File: src/rtl/timer_pkg.sv
// Shared definitions for the clock's timer blocks: mode codes, BCD limits,
// the timer state encoding and a BCD digit validity helper.
package timer_pkg;

    localparam logic [1:0]  MODE_CLOCK  = 2'd0;
    localparam logic [1:0]  MODE_UTIMER = 2'd1;
    localparam logic [1:0]  MODE_DTIMER = 2'd2;

    localparam logic [15:0] BCD_ZERO = 16'h0000;
    localparam logic [15:0] BCD_MAX  = 16'h9959;

    typedef enum logic [1:0] {
        IDLE  = 2'd0,
        RUN   = 2'd1,
        PAUSE = 2'd2,
        DONE  = 2'd3
    } timer_state_t;

    // True when every digit of an MM:SS value is in range (units 0-9, sec tens 0-5).
    function automatic logic bcd_mmss_valid(input logic [15:0] v);
        return (v[15:12] <= 4'd9) && (v[11:8] <= 4'd9) &&
               (v[7:4]   <= 4'd5) && (v[3:0]  <= 4'd9);
    endfunction

endpackage

File: src/rtl/up_timer_tracker_if.sv
// Control/status bundle between the up timer and its user (buttons, mode,
// target in; count and flags out).
interface up_timer_tracker_if;

    logic [1:0]  buttons_in;
    logic [1:0]  mode;
    logic [15:0] target_bcd;
    logic [15:0] utimer_bcd;
    logic        running;
    logic        alarm;

    modport master (
        output buttons_in, mode, target_bcd,
        input  utimer_bcd, running, alarm
    );

    modport slave (
        input  buttons_in, mode, target_bcd,
        output utimer_bcd, running, alarm
    );

endinterface

File: src/rtl/up_timer_tracker_bcd_mmss_inc.sv
// Combinational MM:SS BCD incrementer. Saturates at 99:59: sat is raised and
// the value is passed through unchanged.
module bcd_mmss_inc
    import timer_pkg::*;
(
    input  logic [15:0] bcd_in,
    output logic [15:0] bcd_out,
    output logic        sat
);

    // Ripple carry through sec units, sec tens, min units, min tens.
    always_comb begin
        bcd_out = bcd_in;
        sat     = (bcd_in == BCD_MAX);
        if (!sat) begin
            if (bcd_in[3:0] != 4'd9) begin
                bcd_out[3:0] = bcd_in[3:0] + 4'd1;
            end else begin
                bcd_out[3:0] = 4'd0;
                if (bcd_in[7:4] != 4'd5) begin
                    bcd_out[7:4] = bcd_in[7:4] + 4'd1;
                end else begin
                    bcd_out[7:4] = 4'd0;
                    if (bcd_in[11:8] != 4'd9) begin
                        bcd_out[11:8] = bcd_in[11:8] + 4'd1;
                    end else begin
                        bcd_out[11:8]  = 4'd0;
                        bcd_out[15:12] = bcd_in[15:12] + 4'd1;
                    end
                end
            end
        end
    end

endmodule

File: src/rtl/up_timer_tracker.sv
// Count-up MM:SS stopwatch in packed BCD. Start/stop and clear come from the
// push buttons (honoured only in this block's mode); counting itself keeps
// going in the background whatever mode the display is in.
module up_timer_tracker
    import timer_pkg::*;
#(
    parameter logic [1:0] MODE_ID  = MODE_UTIMER,
    parameter int         TICK_DIV = 50000000
) (
    input  logic               clk,
    input  logic               rst,
    up_timer_tracker_if.slave  bus
);

    localparam int             PW   = (TICK_DIV > 1) ? $clog2(TICK_DIV) : 1;
    localparam logic [PW-1:0]  PMAX = PW'(TICK_DIV - 1);

    logic [1:0]    btn_p0, btn_p1, btn_p2;
    logic          ctrl_en, press_start, press_clr;
    timer_state_t  state;
    logic [PW-1:0] presc;
    logic [15:0]   count, count_inc;
    logic          count_sat, tick, target_hit;
    logic          alarm_q;

    // Two-flop synchroniser plus previous-value register for edge detection.
    always_ff @(posedge clk) begin
        if (rst) begin
            btn_p0 <= 2'b00;
            btn_p1 <= 2'b00;
            btn_p2 <= 2'b00;
        end else begin
            btn_p0 <= bus.buttons_in;
            btn_p1 <= btn_p0;
            btn_p2 <= btn_p1;
        end
    end

    assign ctrl_en     = (bus.mode == MODE_ID);
    assign press_start = ctrl_en & btn_p1[0] & ~btn_p2[0];
    assign press_clr   = ctrl_en & btn_p1[1] & ~btn_p2[1];

    assign tick = (state == RUN) && (presc == PMAX);

    bcd_mmss_inc u_inc (
        .bcd_in  (count),
        .bcd_out (count_inc),
        .sat     (count_sat)
    );

    // Target 00:00 disables matching; malformed targets can never match.
    assign target_hit = (bus.target_bcd != BCD_ZERO) &&
                        bcd_mmss_valid(bus.target_bcd) &&
                        (count_inc == bus.target_bcd);

    // Timer FSM with prescaler, count and latched alarm; clear beats start.
    always_ff @(posedge clk) begin
        if (rst) begin
            state   <= IDLE;
            presc   <= '0;
            count   <= BCD_ZERO;
            alarm_q <= 1'b0;
        end else if (press_clr) begin
            state   <= IDLE;
            presc   <= '0;
            count   <= BCD_ZERO;
            alarm_q <= 1'b0;
        end else begin
            case (state)
                IDLE, PAUSE: begin
                    if (press_start) begin
                        state <= RUN;
                        presc <= '0;
                    end
                end
                RUN: begin
                    if (tick) begin
                        presc <= '0;
                        if (count_sat) begin
                            alarm_q <= 1'b1;
                            state   <= DONE;
                        end else begin
                            count <= count_inc;
                            if (target_hit) begin
                                alarm_q <= 1'b1;
                                state   <= DONE;
                            end else if (press_start) begin
                                state <= PAUSE;
                            end
                        end
                    end else begin
                        presc <= presc + PW'(1);
                        if (press_start) begin
                            state <= PAUSE;
                        end
                    end
                end
                default: begin
                    state <= DONE;
                end
            endcase
        end
    end

    assign bus.utimer_bcd = count;
    assign bus.running    = (state == RUN);
    assign bus.alarm      = alarm_q;

endmodule

File: src/flat_wrapper.sv
// flat-port wrapper written by rule: the top's interface ports become plain ports
module up_timer_tracker_flat import timer_pkg::*;
#(
    parameter logic [1:0] MODE_ID  = MODE_UTIMER,
    parameter int         TICK_DIV = 50000000
)
  (clk, rst, bus_buttons_in, bus_mode, bus_target_bcd, bus_utimer_bcd, bus_running, bus_alarm);
  up_timer_tracker_if bus_i ();
  input  logic clk;
  input  logic rst;
  input wire logic [$bits(bus_i.buttons_in)-1:0] bus_buttons_in;
  input wire logic [$bits(bus_i.mode)-1:0] bus_mode;
  input wire logic [$bits(bus_i.target_bcd)-1:0] bus_target_bcd;
  output wire logic [$bits(bus_i.utimer_bcd)-1:0] bus_utimer_bcd;
  output wire logic [$bits(bus_i.running)-1:0] bus_running;
  output wire logic [$bits(bus_i.alarm)-1:0] bus_alarm;
  assign bus_i.buttons_in = bus_buttons_in;
  assign bus_i.mode = bus_mode;
  assign bus_i.target_bcd = bus_target_bcd;
  assign bus_utimer_bcd = bus_i.utimer_bcd;
  assign bus_running = bus_i.running;
  assign bus_alarm = bus_i.alarm;
  up_timer_tracker #(.MODE_ID(MODE_ID), .TICK_DIV(TICK_DIV)) u_core (.clk(clk), .rst(rst), .bus(bus_i));
endmodule
File: config.mk
export PLATFORM = sky130hd
export DESIGN_NAME = up_timer_tracker_flat
export DESIGN_NICKNAME = d
export VERILOG_FILES = /design/src/rtl/timer_pkg.sv /design/src/rtl/up_timer_tracker_if.sv /design/src/rtl/up_timer_tracker_bcd_mmss_inc.sv /design/src/rtl/up_timer_tracker.sv /design/src/flat_wrapper.sv
export SDC_FILE = /design/constraint.sdc
export NUM_CORES = 1
export LEC_CHECK = 0
export ABC_AREA = 1
export BUFFER_PORTS_ARGS = -buffer_cell sky130_fd_sc_hd__buf_2
export CORE_UTILIZATION = 55
export DETAILED_ROUTE_END_ITERATION = 8
export HOLD_SLACK_MARGIN = 0.02
export PLACE_DENSITY = 0.77
export SETUP_SLACK_MARGIN = 0.1
export SYNTH_ARGS = -nofsm -noshare
export SYNTH_HDL_FRONTEND = slang
export SYNTH_SLANG_ARGS = --single-unit
File: constraint.sdc
create_clock -name clk -period 4.85 [get_ports clk]
set_input_delay 0.485 -clock clk [delete_from_list [all_inputs] [get_ports clk]]
set_output_delay 0.485 -clock clk [all_outputs]
set_load 0.03 [all_outputs]
## Word level (Yosys, flattened, before mapping)

Cells that the tools add are included.

- Eq/ne operators: 10
- Bitwise gates (word level): 7
- Reductions and logical operators: 15
- Add/sub/neg operators: 5
- Order comparisons: 4
- Multiply operators: 0
- Divide/modulo/power cells: 0
- Shift-type cells: 0
- Multiplexer cells: 18

Operator list:

| operator | count |
|---|---|
| 2-to-1 mux 26 bit | 2 |
| one-hot mux 26 bit (2 select lines) | 1 |
| adder 26 x 1 -> 26 bit (second input constant) | 1 |
| == test 26 bit (second input constant) | 1 |
| adder 4 x 1 -> 4 bit (second input constant) | 4 |
| == test 16 bit | 1 |
| == test 16 bit (second input constant) | 1 |
| 2-to-1 mux 16 bit | 1 |
| 2-to-1 mux 4 bit | 4 |
| nonzero test 16 bit | 1 |
| less-or-equal comparator 4 bit (second input constant) | 3 |
| 2-to-1 mux 12 bit | 1 |
| 2-to-1 mux 2 bit | 5 |
| 2-to-1 mux 8 bit | 1 |
| inequality test 4 bit (second input constant) | 2 |
| logical AND 1 bit | 6 |
| AND reduction 3 bit | 2 |
| AND 1 bit | 4 |
| == test 2 x 1 -> 1 bit (second input constant) | 2 |
| less-or-equal comparator 4 x 3 -> 1 bit (second input constant) | 1 |
| inequality test 4 x 3 -> 1 bit (second input constant) | 1 |
| one-hot mux 2 bit (2 select lines) | 1 |
| nonzero test 2 bit | 2 |
| OR reduction 2 bit | 2 |
| 6 further kinds | 9 |

- Memory bits (writable): 0
- Output and inout port bits: 18
- Bits in latches: 0
- Memory bits (read-only): 0
- Bits in registers: 51
- Memories kept: 0
- Bits of input ports: 22
- Logic and storage cells: 66

## Depth between registers and ports, before layout

Gate-level depths: netlist (run 1).

- Depth in word-level cells: 11
- Depth in mapped cells: 17
- Mapped depth without buffers: 16

## Cells and area by module

From an unflattened synthesis (run 1), not the netlist that was laid out.

- Cells, all modules: 590
- Area, all modules: 3574.7 um^2

By module, submodules not included:

| module | seq. area each (um^2) | area an instance (um^2) | cells each | times used |
|---|---|---|---|---|
| up_timer_tracker | 1021.0 | 3078.0 | 496 | 1 |
| bcd_mmss_inc | 0.0 | 496.7 | 94 | 1 |

## Worst setup path after synthesis (run 1)

No wires, ideal clock.

- Path type: flip-flop to flip-flop
- From: register u_core.count[8], in the netlist u_core.bus.utimer_bcd[8]
- To: register u_core.alarm_q, in the netlist u_core.bus.alarm
- Required time: 4780 ps
- Clock period less this slack: 2085 ps
- Path slack: 2765 ps
- Data arrival time: 2015 ps
- Setup time: 70 ps
- Stages on the path, launching flop included: 15
- Cell sequence: dfxtp_1 ha_1 nand3_1 nor2_2 nand2_4 buf_6 nand2_1 nand2_1 nand2_1 nand3_1 nor3_2 nand3_1 nand2_1 nand2_1 a21oi_1

- Word-level cells in the longest chain between the ends: 9
- Elaborated cells between the ends (all ways): 13
- Classes of those cells: add/sub: 1; eq/ne: 3; mux: 6; reduce/logical: 3

Ends and longest elaborated chain:

| what | line | text |
|---|---|---|
| start, declared | up_timer_tracker.sv:22 | `logic [15:0] count, count_inc;` |
| start signal, assigned | up_timer_tracker.sv:83 | `count <= count_inc;` |
| adder 4 x 1 -> 4 bit / inequality test 4 bit (equally long branches) | up_timer_tracker_bcd_mmss_inc.sv:25, up_timer_tracker_bcd_mmss_inc.sv:24 |  |
| 2-to-1 mux 4 bit | up_timer_tracker_bcd_mmss_inc.sv:24 | `if (bcd_in[11:8] != 4'd9) begin` |
| 2-to-1 mux 8 bit | up_timer_tracker_bcd_mmss_inc.sv:20 | `if (bcd_in[7:4] != 4'd5) begin` |
| 2-to-1 mux 12 bit | up_timer_tracker_bcd_mmss_inc.sv:16 | `if (bcd_in[3:0] != 4'd9) begin` |
| 2-to-1 mux 16 bit | up_timer_tracker_bcd_mmss_inc.sv:15 | `if (!sat) begin` |
| == test 16 bit | up_timer_tracker.sv:54 | `(count_inc == bus.target_bcd);` |
| logical AND 1 bit | up_timer_tracker.sv:53 | `bcd_mmss_valid(bus.target_bcd) &&` |
| nonzero test 2 bit (no line) | -- |  |
| AND reduction 3 bit (no line) | -- |  |
| end signal, assigned | up_timer_tracker.sv:62 | `alarm_q <= 1'b0;` |
| end signal, assigned | up_timer_tracker.sv:67 | `alarm_q <= 1'b0;` |
| end signal, assigned | up_timer_tracker.sv:80 | `alarm_q <= 1'b1;` |
| end, declared | up_timer_tracker.sv:24 | `logic alarm_q;` |

Parallel ways exist; a longest one is shown, timed or not.
A chain may end at the register's enable or synchronous reset.

## Worst setup path after layout (run 1)

- From: input port bus_mode[1]
- To: register u_core.presc[15]

- Word-level cells in the longest chain between the ends: 5
- Elaborated cells between the ends (all ways): 8
- Classes of those cells: eq/ne: 2; bitwise: 4; reduce/logical: 2

Ends and longest elaborated chain:

| what | line | text |
|---|---|---|
| start, declared | flat_wrapper.sv:12 | `input wire logic [$bits(bus_i.mode)-1:0] bus_mode;` |
| == test 2 x 1 -> 1 bit * | up_timer_tracker.sv:39 | `assign ctrl_en = (bus.mode == MODE_ID);` |
| AND 1 bit (2 in a row) | up_timer_tracker.sv:40 | `assign press_start = ctrl_en & btn_p1[0] & ~btn_p2[0];` |
| inequality test 2 x 1 -> 1 bit (no line) | -- |  |
| AND reduction 2 bit (no line) | -- |  |
| end signal, assigned | up_timer_tracker.sv:92 | `presc <= presc + PW'(1);` |
| end, declared | up_timer_tracker.sv:21 | `logic [PW-1:0] presc;` |

Mark *: on every way between the ends. The rest lies on a longest branch, timed or not.

==> impl_metrics.toml, run 1 <==
[sta]
drv_slew = 0
tightest_slew_ns = 0.735
rsz0062_at_grt = "no"
period_needed_ns = 2.38
fmax_mhz = 421
finalSetupTns_ns = 0
setup_violations = 0
fin_worst_skew_ns = 0.00564
fin_crit_sh_pct = 49.0
final-hold-violation-count = 0
max-slew-margin-rel_pct = 50.6

[clock_tree]
cts_made_buffers = 5
cts_root_buf = "clkbuf_8"
cts_tree = "built"
insertion_delay_ns = 0.31
clk_path_buf_depth = 2
htree_levels = 2
clkTransAtPathRegs_ns = 0.10
post_cts_buffers = 0
hold_buffers = 0
cts.sinks = 51
cts-resized-gates = 0

[final_layout]
diodes = 0
drive_above_1_share_pct = 12.2
final_common_cell = "nand2_1"
nNetsFinal = 592
final_cell_mix = "nand2_1 (148), inv_1 (74), dfxtp_1 (51)"
areaGrowthSynthToFinish_pct = 10.7
postLayoutCellArea_sq_um = 3610

[pwr]
cellPowerDensity_nw_per_um2 = 218
leakagePower_nw = 1.62
irDropWorstVdd_v = 0.000172
p_total_uw = 787

[synth]
synthSimpleGateAreaFrac_pct = 39.7
synth-warning-count = 0
synth_compound_area_share_pct = 14.4
synth_mux_area_share_pct = 0
avgSynthCellArea_sq_um = 6.17
ys_seq_area_share_pct = 31.3
yosysUniqueCellTypes = 31
synth_xor_area_share_pct = 1.61
ys_ff_latch = 51
netlist_area_sq_um = 3260
syn-num-nets = 556
syn_inst = 529
yosys.area_share.adder_pct = 1.92
synth_top_family_by_area = "simple AND/OR/NAND/NOR gates"

[run_status]
status = "complete, no violations"

[global_route]
grt_pass1_vias = 3240
grt_max_degree = 24
grt_use_total_pct = 28.9
grt_pass1_wl_mm = 14.4
antenna_found_initial = 0
globalRouteOverflowTotal = 0

[detailed_routing]
first_iter_violations = 385
wl_mm = 8.42
route.detailed.drc = 0
vias = 3530
drt_pass1_iterations = 5
wire_per_inst_um = 13.2
drt.antenna.violating_nets = 0
viasPerCell = 5.53

[floorplanning]
core_area_sq_um = 5610
start_util_pct = 58.2
die_w_um = 79.0
die_area_sq_um = 6250
rows = 27
io_pins = 40
die-height_um = 79.0

[worst_setup_path]
arrival_ns = 2.63
cp.required_ns = 5.10
crit_type = "primary input to flip-flop"
reg2reg_slack_ns = 2.48
cp-start-kind = "primary input"
cp-end-kind = "flip-flop"
worstPathMaxFanout = 13

[run]
max_cap_violations = 0

[placed_design]
dp_hpwl_mm = 6.34
dpl_cell_area_sq_um = 3500
gp_congestion = 0.940
io_buffers = 39

[hold_path]
hold_path_class = "primary input to flip-flop"
## synthesized netlist by cell type
master | instances | area (sq um)
nand2_1 | 148 | 556
inv_1 | 74 | 278
dfxtp_1 | 51 | 1020
nor2_1 | 45 | 169
nand3_1 | 44 | 220
o21ai_0 | 36 | 180
a21oi_1 | 32 | 160
nor3_1 | 19 | 95.1
nand4_1 | 14 | 87.6
a31oi_1 | 9 | 56.3
clkbuf_1 | 7 | 26.3
xor2_1 | 6 | 52.6
a211oi_1 | 5 | 37.5
ha_1 | 5 | 62.6
inv_2 | 5 | 18.8
nor2_2 | 5 | 31.3
nor4_1 | 5 | 31.3
nor2_4 | 3 | 33.8
buf_2 | 2 | 10.0
buf_6 | 2 | 22.5
nand2_4 | 2 | 22.5
a21oi_2 | 1 | 8.76
a221oi_1 | 1 | 8.76
a41oi_1 | 1 | 8.76
buf_4 | 1 | 7.51
nand2_2 | 1 | 6.26
nand3b_1 | 1 | 7.51
nor2_8 | 1 | 20.0
nor3_2 | 1 | 10.0
o221ai_1 | 1 | 8.76
or2_2 | 1 | 6.26
## worst paths after layout
kind / startpoint / cells past startpoint / to
max reg2reg: u_core.presc[0] / 11 / u_core.bus.utimer_bcd[1]
max: bus_mode[1] / 11 / u_core.presc[15]
min: bus_buttons_in[0] / 3 / u_core.btn_p0[0]
min reg2reg: u_core.btn_p0[0] / 2 / u_core.btn_p1[0]
## per-layer routing
| metal | vias up | global-route usage, % | part of all wire (%) |
|---|---|---|---|
| li1 | 1795 | - | - |
| met1 | 1565 | 39.0 | 47 |
| met2 | 149 | 46.9 | 44 |
| met3 | 21 | 3.45 | 6.5 |
| met4 | 0 | 11.1 | 1.9 |
| met5 | - | 0 | 0 |
## metrics by stage
stage	std cells	hold slack [ns]	worst slack (ns)	util, %
final	638	0.370	2.47	64.5
after CTS	638	0.360	2.49	64.5
after global routing	638	0.359	2.15	64.5
after floorplan	529	0.388	2.76	-
after global placement	630	0.390	2.37	62.4
after detailed placement	630	0.403	2.22	62.4
## registers in the layout, summed over array words and instances (netlist names)
signal,count
u_core.btn_p2,2
u_core.btn_p1,2
u_core.presc,26
u_core.state,2
u_core.bus.utimer_bcd,16
u_core.btn_p0,2
u_core.bus.alarm,1
## final cells by class
cell class                 count  area (sq um)
fill                         540          1990
multi-input combinational    387          1880
inverter                      79           297
clock inverter                 3          47.5
sequential                    51          1020
timing repair buffer          41           210
tap                           72          90.1
clock buffer                   5          68.8
## power breakdown
part           leakage (nW)  switching [mW]  internal, mW  total (mW)
clock network        0.0587           0.160         0.157       0.316
logic                  1.15          0.0324        0.0166      0.0489
registers             0.412        0.000961         0.421       0.422
## cells by family (layout without fill, tap and decap cells)
family                   count (synthesis)  in the layout
AND/OR/NAND/NOR                        290            290
buffers and inverters                   91            128
AO/OA/AOI/OAI                           86             86
flip-flops                              51             51
XOR/XNOR                                 6              6
adder cells (fa/ha/maj)                  5              5
## worst max-delay path: stages
cell and delay, ns:
buf_2 0.09, or2_2 0.30, nor3_1 0.24, nand2_1 0.13, nand2_1 0.36, inv_1 0.32
nor2_1 0.28, nand2_1 0.11, nor2_1 0.09, o21ai_0 0.08, a21oi_1 0.13
(Power assumes the default switching activity.)
==> run 2: changes to the inputs <==
==> constraint.sdc (replaced) <==
create_clock -name clk -period 2.3 [get_ports clk]
set_input_delay 0.23 -clock clk [delete_from_list [all_inputs] [get_ports clk]]
set_output_delay 0.23 -clock clk [all_outputs]
set_load 0.03 [all_outputs]
==> run 2 against run 1 <==
Largest power group unchanged. Highest routed layer unchanged. Critical path depth grew 5. Utilization increased by 4.9 points. Sequential cell count unchanged. Non-clock buffer count is 24 higher. Global-route usage is 1.7 points higher. Clock skew rose by 0.0024 ns. First-iteration DRC count shrank 6.8%.
==> impl_metrics.toml, run 2 (same netlist as run 1, synthesis figures left out) <==
[worst_setup_path]
cp.required_ns = 2.54
worstPathMaxFanout = 12
cp-end-kind = "flip-flop"
cp-start-kind = "flip-flop"
crit_type = "flip-flop to flip-flop"
arrival_ns = 2.32

[detailed_routing]
drt.antenna.violating_nets = 0
vias = 3704
drt_pass1_iterations = 5
route.detailed.drc = 0
first_iter_violations = 359
wl_mm = 9.12
wire_per_inst_um = 13.8
viasPerCell = 5.60

[final_layout]
largest_reg_flops = 26
top_register = "u_core.presc"
postLayoutCellArea_sq_um = 3890
areaGrowthSynthToFinish_pct = 19.1
nNetsFinal = 616
final_common_cell = "nand2_1"
final_cell_mix = "nand2_1 (147), inv_1 (72), dfxtp_1 (45)"
diodes = 0
drive_above_1_share_pct = 18.6

[clock_tree]
clk_path_buf_depth = 2
cts_root_buf = "clkbuf_8"
htree_levels = 2
hold_buffers = 0
clkTransAtPathRegs_ns = 0.10
cts_made_buffers = 5
cts_tree = "built"
insertion_delay_ns = 0.31
cts.sinks = 51

[sta]
fin_worst_skew_ns = 0.00804
rsz0062_at_grt = "yes"
final-hold-violation-count = 0
fin_crit_sh_pct = 90.4
finalSetupTns_ns = 0
drv_slew = 0
tightest_slew_ns = 0.559
period_needed_ns = 2.08
fmax_mhz = 481
max-slew-margin-rel_pct = 62.7
fin_ws_ns = 0.222
setup_violations = 0

[floorplanning]
rows = 27
die_w_um = 79.0
io_pins = 40
die_area_sq_um = 6250
core_area_sq_um = 5610
die-height_um = 79.0
start_util_pct = 58.2

[run]
max_cap_violations = 0

[pwr]
p_total_mw = 1.65
irDropWorstVdd_v = 0.000389
leakagePower_nw = 1.75
cellPowerDensity_nw_per_um2 = 425

[placed_design]
gp_congestion = 0.958
io_buffers = 39
dp_hpwl_mm = 6.66
dpl_cell_area_sq_um = 3630
place_ws_ns = 0.0856

[global_route]
globalRouteOverflowTotal = 0
grt_pass1_wl_mm = 15.2
grt_use_total_pct = 30.6
grt_pass1_vias = 3327
grt_max_degree = 17
antenna_found_initial = 0

[hold_path]
hold_path_class = "primary input to flip-flop"

[run_status]
status = "complete, no violations"
[run 2: cell count changes in the layout (fill, tap and decap cells not counted), moves of 3 or more]
cell     delta
buf_4      +23
nor3_2      +3
dfxtp_2     +5
nor2_4      +3
dfxtp_1     -6
nor3_1      -3
[run 2: area by class of cell]
cell class              instances  area, sq um
well taps                      72         90.1
flip-flops and latches         51         1030
inverters                      79          297
clock inverters                 3         43.8
fillers                       516         1720
repair buffers                 65          403
multi-input cells             387         1960
clock buffers                   5         68.8
[run 2: path summary, 6_finish.rpt]
path,startpoint,endpoint,slack [ns],cells after the start
setup / recovery,u_core.bus.utimer_bcd[13],u_core.bus.alarm,0.22,16
hold / removal,bus_buttons_in[0],u_core.btn_p0[0],0.12,3
setup reg to reg,u_core.bus.utimer_bcd[13],u_core.bus.alarm,0.22,16
hold reg to reg,u_core.btn_p0[1],u_core.btn_p1[1],0.41,2
[run 2: worst max-delay path, cell delays in order (launching register included)]
cell and delay, ns:
dfxtp_2 0.36, inv_1 0.08, ha_1 0.19, nand3_4 0.12
nor2_4 0.18, nand2_4 0.14, inv_1 0.13, nor2_1 0.08
nand2_1 0.08, nand2_1 0.06, nor2_1 0.12, nand2_1 0.06
nor2_1 0.08, nand3_1 0.07, nand2_1 0.06, nand2_1 0.08
a21oi_1 0.14
[run 2: repair_timing]
item / in CTS / in global routing
setup endpoints to repair: 1 / 18
gates resized for setup: 1 / 23
buffers inserted: 0 / 6
pin swaps: 0 / 5
[run 2: per-layer routing]
| layer | routed length (um) | share of wire, % | up-vias | GRT usage (%) |
|---|---|---|---|---|
| li1 | - | - | 1844 | - |
| met1 | 4300 | 47 | 1669 | 44.7 |
| met2 | 3920 | 43 | 175 | 46.1 |
| met3 | 761 | 8.3 | 16 | 4.83 |
| met4 | 139 | 1.5 | 0 | 8.73 |
| met5 | 0 | 0 | - | 0 |
[run 2: through the flow]
step	hold slack, ns	util [%]	instances
6_report	0.117	69.3	662
3_3_place_gp	0.390	64.8	648
5_1_grt	0.124	69.3	662
4_1_cts	0.105	66.9	656
3_5_place_dp	0.403	64.8	648
2_1_floorplan	0.301	-	529
[run 2: report_power, final]
part | internal (mW) | switching [mW] | leakage [nW] | total [mW]
combinational | 0.0434 | 0.0731 | 1.28 | 0.116
sequential | 0.886 | 0.00218 | 0.415 | 0.889
clock | 0.325 | 0.322 | 0.0581 | 0.647
total | 1.25 | 0.398 | 1.75 | 1.65
==> run 3: changes to the inputs <==
--- a/config.mk
+++ b/config.mk
@@ -11,6 +11,7 @@
 export DETAILED_ROUTE_END_ITERATION = 8
 export HOLD_SLACK_MARGIN = 0.02
 export PLACE_DENSITY = 0.77
+export RECOVER_POWER = 50
 export SETUP_SLACK_MARGIN = 0.1
 export SYNTH_ARGS = -nofsm -noshare
 export SYNTH_HDL_FRONTEND = slang
==> run 3 against run 2 <==
Count of clock-buffer cells in the layout did not move. Largest cell class unchanged. Critical endpoint is now u_core.bus.utimer_bcd[0]. Clock skew fell by 0.0022 ns. Final cell count did not move. Combinational power barely moved. Cell area fell by 0.97%. Wire length fell by 0.27%. Hold slack improved by 0.0034 ns. Via count fell by 1.3%. Total power fell by 0.33%.
==> impl_metrics.toml, run 3 (same netlist as run 1, synthesis figures left out) <==
[run_status]
status = "complete, no violations"

[global_route]
globalRouteOverflowTotal = 0
grt-busiest-layer = "met2"
antenna_found_initial = 0
met1_usage_pct = 44.7
grt_max_degree = 17
grt_pass1_vias = 3327
grt_use_met3_pct = 4.83
met2_usage_pct = 46.1
grt_use_total_pct = 30.6
grt_pass1_wl_mm = 15.2

[sta]
finalSetupTns_ns = 0
whs_ns = 0.120
fin_worst_skew_ns = 0.00582
fin_crit_sh_pct = 91.9
drv_slew = 0
tightest_slew_ns = 0.553
period_needed_ns = 2.11
max-slew-margin-rel_pct = 63.1
rsz0062_at_grt = "yes"
setup_violations = 0
final-hold-violation-count = 0
fmax_mhz = 473
fin_ws_ns = 0.187

[clock_tree]
insertion_delay_ns = 0.31
clkTransAtPathRegs_ns = 0.10
cts_tree = "built"
clk_path_buf_depth = 2
cts.sinks = 51
cts_root_buf = "clkbuf_8"
cts_made_buffers = 5
htree_levels = 2

[worst_setup_path]
cp-start-kind = "flip-flop"
reg2reg_depth = 10
worstReg2RegStart = "u_core.presc[0]"
slowest_stage = "dfxtp_1"
cp-end-kind = "flip-flop"
arrival_ns = 2.30
startpoint = "u_core.presc[0]"
crit_type = "flip-flop to flip-flop"
cp.required_ns = 2.49
reg2reg_slack_ns = 0.19
path_cells = "ha_1, nand3_1, nor2_1, nand2_1, nor3_1, nand2_1, nor2_1, inv_1, o21ai_0, a21oi_1"
r2r-end = "u_core.bus.utimer_bcd[0]"
worstPathMaxFanout = 11
slowest_delay_ns = 0.40
crit_path_end = "u_core.bus.utimer_bcd[0]"

[pwr]
irDropWorstVdd_v = 0.000390
p_sw_uw = 393
cellPowerDensity_nw_per_um2 = 428
p_total_mw = 1.65
power_frac_comb_pct = 7.0
internal-power_mw = 1.25
pwr-share-seq_pct = 54.0
switching_share_pct = 23.9
pwr-share-clk_pct = 39.0
leakagePower_nw = 1.66

[final_layout]
drive_above_1_share_pct = 14.6
top_register = "u_core.presc"
largest_reg_flops = 26
nFillCells = 532
final_common_cell = "nand2_1"
finalNonFillerCells = 662
areaGrowthSynthToFinish_pct = 18.0
diodes = 0
final_cell_mix = "nand2_1 (147), inv_1 (73), dfxtp_1 (45)"
nNetsFinal = 616

[detailed_routing]
route.detailed.drc = 0
wire_per_inst_um = 13.7
drt_pass1_iterations = 6
first_iter_violations = 369
drt.antenna.violating_nets = 0
wl_mm = 9.10
vias = 3656
viasPerCell = 5.52

[placed_design]
dp_cells = 648
io_buffers = 39
place_ws_ns = 0.0856
gp_congestion = 0.958
dp_hpwl_mm = 6.66

[floorplanning]
start_util_pct = 58.2
rows = 27
io_pins = 40
die-height_um = 79.0
die_w_um = 79.0
die_area_sq_um = 6250
core_area_sq_um = 5610

[hold_path]
hold_path_class = "primary input to flip-flop"
holdPathStages = 3

[run]
max_cap_violations = 0
==> run 3: worst min-delay path by stage <==
stage,start,to
3_5_place_dp,u_core.btn_p0[0],u_core.btn_p1[0]
6_report,bus_buttons_in[0],u_core.btn_p0[0]
2_1_floorplan,rst,u_core.btn_p0[0]
5_1_grt,bus_buttons_in[1],u_core.btn_p0[1]
3_3_place_gp,u_core.btn_p0[0],u_core.btn_p1[0]
4_1_cts,bus_buttons_in[0],u_core.btn_p0[0]
==> run 3: cell type report <==
class                      count  area [sq um]  area share (%)
multi-input combinational    387          1950            50.7
sequential                    51          1030            26.8
timing repair buffer          65           368            9.55
inverter                      79           297            7.70
tap                           72          90.1            2.34
clock buffer                   5          68.8            1.79
clock inverter                 3          43.8            1.14
==> run 3: metrics by stage <==
stage          instance area, sq um  utilization (%)
2_1_floorplan                  3260                -
3_3_place_gp                   3630             64.8
3_5_place_dp                   3630             64.8
4_1_cts                        3750             66.9
5_1_grt                        3850             68.7
6_report                       3850             68.7
==> run 3: worst max-delay path, delay by kind of cell, from the launching register on <==
family	cells	cell delay, ns
adders and majority gates	1	0.22
buffers and inverters	1	0.22
and+or+nand+nor	6	0.87
DFF	1	0.40
AOI/OAI and AO/OA	2	0.26
==> run 3: metal layers <==
metal | share of wire [%] | vias to the layer above
met5 | 0 | -
met4 | 1.2 | 0
met3 | 8.6 | 15
met2 | 43 | 166
met1 | 47 | 1632
li1 | - | 1843
==> run 3: timing repair <==
| item | 4_1_cts | 5_1_grt |
|---|---|---|
| hold buffers | 0 | 0 |
| buffers inserted | 0 | 6 |
| endpoints found under the setup margin | 1 | 18 |
| gates resized for setup | 1 | 23 |
| pin swaps | 0 | 5 |
==> run 3: power by group through the flow <==
stage	Clock [mW]	Sequential, mW	Combinational [mW]
finish	0.643	0.889	0.115
global placement	0	0.910	0.111
CTS	0.662	0.890	0.113
floorplan	0	0.910	0.0592
global route	0.694	0.890	0.127
detailed placement	0	0.910	0.112
